[config.mk]
export PLATFORM = sky130hd
export DESIGN_NAME = ldm_stm_seq
export DESIGN_NICKNAME = d
export VERILOG_FILES = /design/src/rtl/ldm_stm_seq_pkg.sv /design/src/rtl/ldm_stm_seq_reg_list_scan.sv /design/src/rtl/ldm_stm_seq.sv
export SDC_FILE = /design/constraint.sdc
export NUM_CORES = 1
export LEC_CHECK = 0
export ABC_AREA = 1
export BUFFER_PORTS_ARGS = -buffer_cell sky130_fd_sc_hd__clkbuf_2
export CAP_MARGIN = 5
export CORE_ASPECT_RATIO = 1.1
export CORE_MARGIN = 5
export CORE_UTILIZATION = 50
export DETAILED_ROUTE_END_ITERATION = 10
export GPL_ROUTABILITY_DRIVEN = 1
export PLACE_DENSITY = 0.79
export SETUP_SLACK_MARGIN = 0.02
export SYNTH_ARGS = -nofsm -noshare
export SYNTH_HDL_FRONTEND = slang
export SYNTH_SLANG_ARGS = --single-unit
[constraint.sdc]
create_clock -name clk -period 5 [get_ports clk]
set_clock_uncertainty 0.1 [all_clocks]
set_input_delay 0.25 -clock clk [delete_from_list [all_inputs] [get_ports clk]]
set_output_delay 0.25 -clock clk [all_outputs]
set_load 0.005 [all_outputs]
[src/rtl/ldm_stm_seq_pkg.sv]
// Shared definitions for the LDM/STM sequencer: FSM encoding, PC index,
// default transfer stride and the P/U addressing-mode encoding.
package ldm_stm_seq_pkg;

    localparam logic [1:0] ST_IDLE = 2'd0;
    localparam logic [1:0] ST_XFER = 2'd1;
    localparam logic [1:0] ST_WB   = 2'd2;

    localparam logic [3:0] PC_IDX = 4'd15;

    localparam int unsigned WORD_BYTES = 4;

    // Encoded as {~U, P}.
    typedef enum logic [1:0] {
        AM_IA = 2'd0,
        AM_IB = 2'd1,
        AM_DA = 2'd2,
        AM_DB = 2'd3
    } am_mode_e;

endpackage

[src/rtl/ldm_stm_seq_reg_list_scan.sv]
// Picks the lowest set register in a remaining-transfer mask and reports
// whether it is the last one, plus the mask with that bit removed.
module reg_list_scan (
    input  logic [15:0] mask,
    output logic [3:0]  idx,
    output logic        last,
    output logic [15:0] rest
);

    always_comb begin
        idx = 4'd0;
        for (int i = 15; i >= 0; i--) begin
            if (mask[i]) idx = 4'(i);
        end
    end

    assign rest = mask & (mask - 16'd1);
    assign last = (mask != 16'd0) && (rest == 16'd0);

endmodule

[src/rtl/ldm_stm_seq.sv]
// Block load/store sequencer: walks the register list one word per mem_ack,
// drives register-file reads/writes and performs base writeback in WB.
module ldm_stm_seq #(
    parameter int unsigned WORD_BYTES = 4
) (
    input  logic        clk,
    input  logic        rst,
    input  logic        start,
    input  logic        is_load,
    input  logic [15:0] reg_list,
    input  logic [31:0] base_addr,
    input  logic [3:0]  rn,
    input  logic        up,
    input  logic        pre,
    input  logic        wback,
    output logic        busy,
    output logic        done,
    output logic        mem_req,
    output logic        mem_we,
    output logic [31:0] mem_addr,
    output logic [31:0] mem_wdata,
    input  logic        mem_ack,
    input  logic [31:0] mem_rdata,
    output logic [3:0]  r_addr,
    input  logic [31:0] r_data,
    output logic [3:0]  w_addr,
    output logic [31:0] w_data,
    output logic        write_reg,
    output logic        write_pc,
    output logic [31:0] pc_data,
    output logic [1:0]  state_dbg
);

    import ldm_stm_seq_pkg::*;

    logic [1:0]  state;
    logic [15:0] mask_q;
    logic        is_load_q;
    logic        wback_q;
    logic        rn_in_list_q;
    logic        nonempty_q;
    logic [3:0]  rn_q;
    logic [31:0] final_q;

    logic [4:0]  n_regs;
    logic [31:0] span;
    logic [31:0] first_addr;
    logic [31:0] final_addr;
    am_mode_e    mode;

    logic [3:0]  cur_idx;
    logic        cur_last;
    logic [15:0] mask_rest;
    logic        xfer_ack;

    always_comb begin
        n_regs = 5'd0;
        for (int i = 0; i < 16; i++) begin
            n_regs = n_regs + 5'(reg_list[i]);
        end
    end

    assign span = 32'(n_regs) * 32'(WORD_BYTES);
    assign mode = am_mode_e'({~up, pre});

    always_comb begin
        first_addr = base_addr;
        case (mode)
            AM_IA:   first_addr = base_addr;
            AM_IB:   first_addr = base_addr + 32'(WORD_BYTES);
            AM_DA:   first_addr = base_addr - span + 32'(WORD_BYTES);
            AM_DB:   first_addr = base_addr - span;
            default: first_addr = base_addr;
        endcase
    end

    assign final_addr = up ? (base_addr + span) : (base_addr - span);

    reg_list_scan u_scan (
        .mask (mask_q),
        .idx  (cur_idx),
        .last (cur_last),
        .rest (mask_rest)
    );

    assign xfer_ack = (state == ST_XFER) && mem_ack;

    always_ff @(posedge clk) begin
        if (rst) begin
            state        <= ST_IDLE;
            busy         <= 1'b0;
            mem_req      <= 1'b0;
            mem_addr     <= 32'd0;
            mask_q       <= 16'd0;
            is_load_q    <= 1'b0;
            wback_q      <= 1'b0;
            rn_in_list_q <= 1'b0;
            nonempty_q   <= 1'b0;
            rn_q         <= 4'd0;
            final_q      <= 32'd0;
        end else begin
            case (state)
                ST_IDLE: begin
                    if (start) begin
                        is_load_q    <= is_load;
                        wback_q      <= wback;
                        rn_q         <= rn;
                        rn_in_list_q <= reg_list[rn];
                        nonempty_q   <= |reg_list;
                        final_q      <= final_addr;
                        mask_q       <= reg_list;
                        busy         <= 1'b1;
                        if (|reg_list) begin
                            state    <= ST_XFER;
                            mem_req  <= 1'b1;
                            mem_addr <= {first_addr[31:2], 2'b00};
                        end else begin
                            state <= ST_WB;
                        end
                    end
                end
                ST_XFER: begin
                    if (mem_ack) begin
                        mask_q   <= mask_rest;
                        mem_addr <= mem_addr + 32'(WORD_BYTES);
                        if (cur_last) begin
                            state    <= ST_WB;
                            mem_req  <= 1'b0;
                            mem_addr <= 32'd0;
                        end
                    end
                end
                ST_WB: begin
                    state <= ST_IDLE;
                    busy  <= 1'b0;
                end
                default: begin
                    state   <= ST_IDLE;
                    busy    <= 1'b0;
                    mem_req <= 1'b0;
                end
            endcase
        end
    end

    assign state_dbg = state;
    assign done      = (state == ST_WB);
    assign mem_we    = mem_req && !is_load_q;
    assign r_addr    = (state == ST_XFER) ? cur_idx : 4'd0;
    assign mem_wdata = (state == ST_XFER) ? r_data : 32'd0;

    // A loaded Rn takes priority over the written-back base.
    always_comb begin
        write_reg = 1'b0;
        write_pc  = 1'b0;
        w_addr    = 4'd0;
        w_data    = 32'd0;
        pc_data   = 32'd0;
        if (xfer_ack && is_load_q) begin
            if (cur_idx == PC_IDX) begin
                write_pc = 1'b1;
                pc_data  = {mem_rdata[31:2], 2'b00};
            end else begin
                write_reg = 1'b1;
                w_addr    = cur_idx;
                w_data    = mem_rdata;
            end
        end else if ((state == ST_WB) && wback_q && nonempty_q &&
                     !(is_load_q && rn_in_list_q) && (rn_q != PC_IDX)) begin
            write_reg = 1'b1;
            w_addr    = rn_q;
            w_data    = final_q;
        end
    end

endmodule

==> results of run 1 <==
report_power, final:
group          internal [W]  total, W  switching [W]
clock network      0.000398  0.000744       0.000345
registers          0.000977   0.00126       0.000280
logic               0.00184   0.00468        0.00283
tightest hold or removal path, stage by stage:
cell      delay [ps]
clkbuf_2          80
nor2_1            30
nor2_1            80
worst max-delay path by stage:
stage | start | to | slack, ps | cells after the start
finish | reg_list[9] | mem_addr[16] | -290 | 24
detailed placement | reg_list[15] | mem_addr[27] | -760 | 29
global route | reg_list[13] | mem_addr[16] | -510 | 24
global placement | reg_list[15] | mem_addr[21] | -650 | 28
CTS | reg_list[7] | mem_addr[21] | -180 | 30
floorplan | reg_list[15] | mem_addr[30] | -210 | 24
cells in the final DEF (no fill, tap or decap), drive strengths merged, types with 2 or more instances in the layout:
cell type,count
and2,4
inv,316
clkbuf,265
xor2,29
nand4,36
nor3,21
nand3b,5
nor2,250
xnor2,9
conb,4
nor4,19
ha,22
or2,2
o21bai,3
o22ai,4
clkinvlp,2
a21oi,85
a31oi,24
or4,2
nand2,498
o221ai,3
buf,174
clkinv,2
a211oi,2
o21ai,170
fa,12
nand3,167
o211ai,42
dfxtp,90
metrics by stage:
step	TNS, ps	worst slack (ps)	hold WS, ps	instances	power (W)
CTS	-2860	-183	8.14	2535	0.00604
global placement	-20510	-654	356	2500	0.00486
global route	-14850	-510	14.8	2558	0.00714
detailed placement	-25450	-757	354	2500	0.00494
floorplan	-1660	-207	227	1911	0.00360
finish	-6520	-291	9.88	2558	0.00668
per-layer routing:
layer / track usage / vias up
met1: 0.389 / 6524
li1: - / 6827
met3: 0.0442 / 157
met5: 0 / -
met2: 0.585 / 693
met4: 0.183 / 0
layout make-up:
cell class / count / share of cell area
clock inverter: 7 / 0.00583
clock buffer: 9 / 0.0154
multi-input combinational: 1418 / 0.562
sequential: 90 / 0.123
inverter: 314 / 0.0838
timing repair buffer: 430 / 0.185
tap: 290 / 0.0249
flip-flops by register name (all words and copies together) (netlist names):
| signal | cells |
|---|---|
| state_dbg | 2 |
| wback_q | 1 |
| mem_req | 1 |
| mask_q | 16 |
| busy | 1 |
| nonempty_q | 1 |
| final_q | 32 |
| rn_q | 4 |
| rn_in_list_q | 1 |
| is_load_q | 1 |
| mem_addr | 30 |
timing repair:
| item | in CTS | in global routing |
|---|---|---|
| gates resized for setup | 83 | 153 |
| gates cloned | 0 | 0 |
| buffers inserted | 19 | 24 |
| pin swaps | 66 | 101 |
| setup endpoints to repair | 44 | 48 |
cell families (layout without fill, tap and decap cells):
kind of cell    after synthesis  count (layout)  share of synthesized area
simple gates               1005            1005                      0.430
buf+inv                     403             760                      0.148
compound gates              337             337                      0.175
flops                        90              90                      0.168
xor+xnor                     38              38                     0.0309
fa+ha+maj                    34              34                     0.0479
other cells                   1               4                   0.000349
==> impl_metrics.env, run 1 <==
export IMPL_setup_viol=42
export IMPL_grt_use_total=0.333
export IMPL_power_density_nw_per_um2=458
export IMPL_finalHoldViolCount=0
export IMPL_r2r_slack_ps=1940
export IMPL_grt_max_degree=86
export IMPL_r2r_start="mask_q[0]"
export IMPL_cts_path_max_buffers=2
export IMPL_cp_arrival_ps=5480
export IMPL_ys_ff_latch=90
export IMPL_yosys_most_used_dff="dfxtp_1"
export IMPL_critical_path_max_stage_delay_ps=630
export IMPL_rsz0062_at_grt="yes"
export IMPL_path_common_cell="fa_1"
export IMPL_fmax_mhz=189
export IMPL_route_detailed_drc=0
export IMPL_reg2regPathDepth=14
export IMPL_wl_met2_um=22000
export IMPL_antenna_found_initial=0
export IMPL_wl_met3_um=3130
export IMPL_crit_buf_inv=5
export IMPL_synth_top_area_share=0.168
export IMPL_dr_pass1_iters=6
export IMPL_final_area_um2=14600
export IMPL_die_y_um=164
export IMPL_wirelength_um=44300
export IMPL_num_fill_cells=1960
export IMPL_initial_utilization=0.507
export IMPL_clock_root_buffer="clkbuf_16"
export IMPL_hp_start="is_load"
export IMPL_cts_tree="yes"
export IMPL_reg2reg_to="mem_addr[30]"
export IMPL_start_kind="primary input"
export IMPL_synth_area_leaders="dfxtp_1, nand2_1, inv_1"
export IMPL_required_ps=5190
export IMPL_min_to="is_load_q"
export IMPL_crit_chain="buf_8 -> inv_4 -> fa_1 -> fa_1 -> fa_1 -> fa_1 -> inv_2 -> ha_4 -> fa_2 -> fa_2 -> o21ai_2 -> ha_2 -> inv_2 -> nor2_4 -> nand3_2 -> nor2_4 -> nand3_4 -> clkinv_4 -> nand3_4 -> o21ai_2 -> nand2_1 -> o21bai_1 -> nand3_1 -> a21oi_2"
export IMPL_status="complete, but fails checks"
export IMPL_syn_area_per_cell_um2=5.64
export IMPL_synth_most_common_cell="nand2_1"
export IMPL_clkSinkCount=90
export IMPL_failed_checks="negative setup slack"
export IMPL_period_share=1.06
export IMPL_yosysTopAreaCell="dfxtp_1"
export IMPL_synthTopCellsByCount="nand2_1, inv_1, nor2_1, o21ai_0, nand3_1"
export IMPL_htreeDepth=3
export IMPL_critPathCaptureType="register"
export IMPL_grt_pass1_wl_um=65600
export IMPL_clk_pin_slew_ps=80
export IMPL_rows=56
export IMPL_top_layer_used="met4"
export IMPL_cts_buffers_inserted=9
export IMPL_path_delay_family="adder cells"
export IMPL_yosysSeqAreaShare=0.168
export IMPL_critPathKind="primary input to register"
export IMPL_postCtsHoldBufs=0
export IMPL_utilization=0.687
export IMPL_slew_headroom=0.309
export IMPL_antenna_left=0
export IMPL_yosys_warnings=0
export IMPL_die_area_um2=24500
export IMPL_ys_async_sr_fraction=0
export IMPL_overflow=0
export IMPL_fin_crit_ps=5290
export IMPL_fin_ws_ps=-291
export IMPL_slew_viol_final=0
export IMPL_critPathSlowestCell="fa_2"
export IMPL_gp_congestion=0.958
export IMPL_antennaDiodeCount=0
export IMPL_wl_met1_um=16400
export IMPL_vias_per_cell=5.55
export IMPL_holdPathStages=3
export IMPL_netlist_area_um2=10800
export IMPL_drtIter0Drc=1169
export IMPL_grt_pass1_vias=12900
export IMPL_vdd_drop_max_uv=295
export IMPL_max_cap_violations=0
export IMPL_leakage_nw=7.34
export IMPL_area_growth_synth_to_final_pct=35.7
export IMPL_seq_area_um2=1800
export IMPL_syn_instance_count=1908
export IMPL_synth_edff_count=0
export IMPL_drive_gt1_frac=0.310
export IMPL_holdCritPathClass="primary input to register"
export IMPL_multi_input_area_um2=8200
export IMPL_nets=2421
export IMPL_dpl_cell_area_um2=13100
export IMPL_pin_count=268
export IMPL_dp_hpwl_um=32900
export IMPL_io_buffer_count=263
export IMPL_core_um2=21200
export IMPL_worst_slew_pin_slew_ps=1040
export IMPL_die_x_um=150
export IMPL_insertion_delay_ps=360
export IMPL_vias=14200
export IMPL_cp_max_fo=4
export IMPL_wl_per_cell_um=17.3
export IMPL_synth_distinct_cells=49
(Power assumes the default switching activity.)
==> run 2: changes to the inputs <==
Settings changed: ABC_AREA 1 to default, CORE_UTILIZATION 50 to 49.
==> impl_metrics.env, run 2 <==
export IMPL_gp_congestion=1.07
export IMPL_clk_pin_slew_ps=70
export IMPL_ys_async_sr_fraction=0
export IMPL_top_register="final_q"
export IMPL_rows=53
export IMPL_critPathCaptureType="register"
export IMPL_leakage_nw=5.73
export IMPL_yosys_most_used_dff="dfxtp_1"
export IMPL_route_detailed_drc=0
export IMPL_holdCritPathClass="primary input to register"
export IMPL_nets=1872
export IMPL_slew_viol_final=0
export IMPL_worst_slew_pin_slew_ps=1240
export IMPL_cts_tree="yes"
export IMPL_seq_area_um2=1800
export IMPL_netlist_area_um2=9340
export IMPL_pin_count=268
export IMPL_synth_top_family_by_area="simple AND/OR/NAND/NOR gates"
export IMPL_critPathKind="primary input to register"
export IMPL_cts_buffers_inserted=9
export IMPL_antenna_left=0
export IMPL_reg2regPathDepth=12
export IMPL_syn_area_per_cell_um2=6.90
export IMPL_synth_xor_xnor_area_share=0.0684
export IMPL_fin_crit_ps=6120
export IMPL_initial_utilization=0.493
export IMPL_cp_arrival_ps=6220
export IMPL_final_common_cell="clkbuf_2"
export IMPL_grt_pass1_wl_um=63600
export IMPL_synth_edff_count=0
export IMPL_cp_max_fo=5
export IMPL_io_buffer_count=263
export IMPL_slew_headroom=0.172
export IMPL_synth_top_area_share=0.193
export IMPL_grt_max_degree=94
export IMPL_syn_instance_count=1355
export IMPL_yosysTopAreaCell="dfxtp_1"
export IMPL_grt_use_total=0.367
export IMPL_ys_ff_latch=90
export IMPL_finalSetupTns_ps=-30120
export IMPL_holdPathStages=3
export IMPL_final_cell_mix="clkbuf_2, nand2_1, buf_4, a21oi_1, nor2_1"
export IMPL_clock_root_buffer="clkbuf_16"
export IMPL_vdd_drop_max_uv=345
export IMPL_core_um2=19000
export IMPL_num_fill_cells=1602
export IMPL_required_ps=5100
export IMPL_cts_path_max_buffers=2
export IMPL_finalHoldViolCount=0
export IMPL_fin_ws_ps=-1120
export IMPL_wl_per_cell_um=21.8
export IMPL_wirelength_um=42900
export IMPL_failed_checks="negative setup slack"
export IMPL_synthAdderAreaFrac=0.0552
export IMPL_setup_viol=49
export IMPL_power_density_nw_per_um2=369
export IMPL_synth_area_leaders="dfxtp_1, nand2_1, a21oi_1"
export IMPL_clkSinkCount=90
export IMPL_die_y_um=155
export IMPL_dr_pass1_iters=6
export IMPL_overflow=0
export IMPL_start_kind="primary input"
export IMPL_yosys_warnings=0
export IMPL_die_x_um=142
export IMPL_drtIter0Drc=1219
export IMPL_synthTopCellsByCount="nand2_1, a21oi_1, nor2_1, clkbuf_1, dfxtp_1"
export IMPL_postCtsHoldBufs=0
export IMPL_largest_reg_flops=32
export IMPL_synth_distinct_cells=89
export IMPL_insertion_delay_ps=360
export IMPL_die_area_um2=21900
export IMPL_whs_ps=20.4
export IMPL_multi_input_area_um2=7890
export IMPL_area_growth_synth_to_final_pct=43.7
export IMPL_fmax_mhz=163
export IMPL_synth_compound_area_share=0.272
export IMPL_vias=12300
export IMPL_top_regs="final_q (32), mem_addr (30), mask_q (16)"
export IMPL_period_share=1.22
export IMPL_synthSimpleGateAreaFrac=0.324
export IMPL_yosysSeqAreaShare=0.193
export IMPL_dp_hpwl_um=31900
export IMPL_synthMuxAreaShare=0.0197
export IMPL_htreeDepth=3
export IMPL_vias_per_cell=6.26
export IMPL_status="complete, but fails checks"
export IMPL_rsz0062_at_grt="yes"
export IMPL_synth_most_common_cell="nand2_1"
export IMPL_max_cap_violations=0
export IMPL_antenna_found_initial=1
export IMPL_grt_pass1_vias=11400
export IMPL_drive_gt1_frac=0.373
==> run 2: cell count changes after synthesis, moves of 27 or more <==
cell	change
a22o_1	+35
a21oi_1	+39
nor2_1	-101
nand2_2	-27
xnor2_1	+29
clkbuf_1	+34
inv_1	-249
nand3_1	-110
and2_1	+68
o211ai_1	-36
o21ai_0	-75
nor3_1	+33
nand2_1	-299
==> run 2: report_power, final <==
part / leakage, nW / internal, W / total (W) / switching, W
clock network: 0.132 / 0.000354 / 0.000677 / 0.000323
logic: 4.86 / 0.00163 / 0.00339 / 0.00176
registers: 0.739 / 0.000797 / 0.000889 / 0.0000923
total: 5.73 / 0.00279 / 0.00496 / 0.00217
==> run 2: cells by family (layout without fill, tap and decap cells) <==
| family | after synthesis | in the layout |
|---|---|---|
| AND/OR/NAND/NOR | 595 | 595 |
| AO/OA/AOI/OAI | 389 | 389 |
| buffers and inverters | 161 | 522 |
| flip-flops | 90 | 90 |
| XOR/XNOR | 73 | 73 |
| adder cells (fa/ha/maj) | 34 | 34 |
| multiplexers | 12 | 12 |
| other | 1 | 5 |
==> run 2: final cells by class <==
class                           count  share of cell area
Timing Repair Buffer              455               0.219
Sequential cell                    90               0.134
Tap cell                          247              0.0230
Clock buffer                       11              0.0181
Clock inverter                      5             0.00280
Antenna cell                        1            0.000186
Multi-Input combinational cell   1107               0.587
Inverter                           51              0.0152
==> run 2: repair_timing <==
item	in CTS	in global routing
buffers inserted	29	13
gates resized for setup	132	71
endpoints found under the setup margin	53	55
cloned	0	0
pin swaps	71	42
==> run 2: per-layer routing <==
layer  share of wire  up-vias  wire length, µm  global-route usage
li1                -     5601                -                   -
met1            0.36     5800            15500               0.441
met2            0.48      747            20800               0.625
met3           0.088      156             3780              0.0591
met4           0.065        0             2810               0.193
met5               0        -                0                   0
==> run 2: final timing paths <==
kind / from / endpoint / slack (ps)
max: reg_list[11] / mem_addr[31] / -1120
min reg2reg: final_q[29] / final_q[29] / 350
max reg2reg: mask_q[0] / mem_addr[31] / 1110
min: is_load / is_load_q / 20
==> run 2: worst max-delay path: stages <==
cell and delay [ps]:
buf_8 80, inv_4 30, fa_1 550, fa_1 460, fa_2 560, fa_1 430
inv_2 80, ha_4 130, fa_2 200, a21o_1 120, and2_4 170, inv_2 50
ha_4 160, or4b_4 550, or2_4 270, or3_4 360, a222oi_1 330, buf_4 190
nand4_4 120, or4_4 450, buf_8 160, nor4_4 270, xnor2_1 160, o22ai_1 100
==> run 2: metrics by stage <==
step / util / setup WS, ps / std cells / power, W / area [µm²]
floorplan: - / -1310 / 1358 / 0.00245 / 9620
global placement: 0.632 / -1490 / 1914 / 0.00341 / 12000
detailed placement: 0.632 / -1600 / 1914 / 0.00348 / 12000
CTS: 0.687 / -1100 / 1956 / 0.00457 / 13000
global route: 0.708 / -1330 / 1967 / 0.00518 / 13400
finish: 0.708 / -1120 / 1967 / 0.00496 / 13400
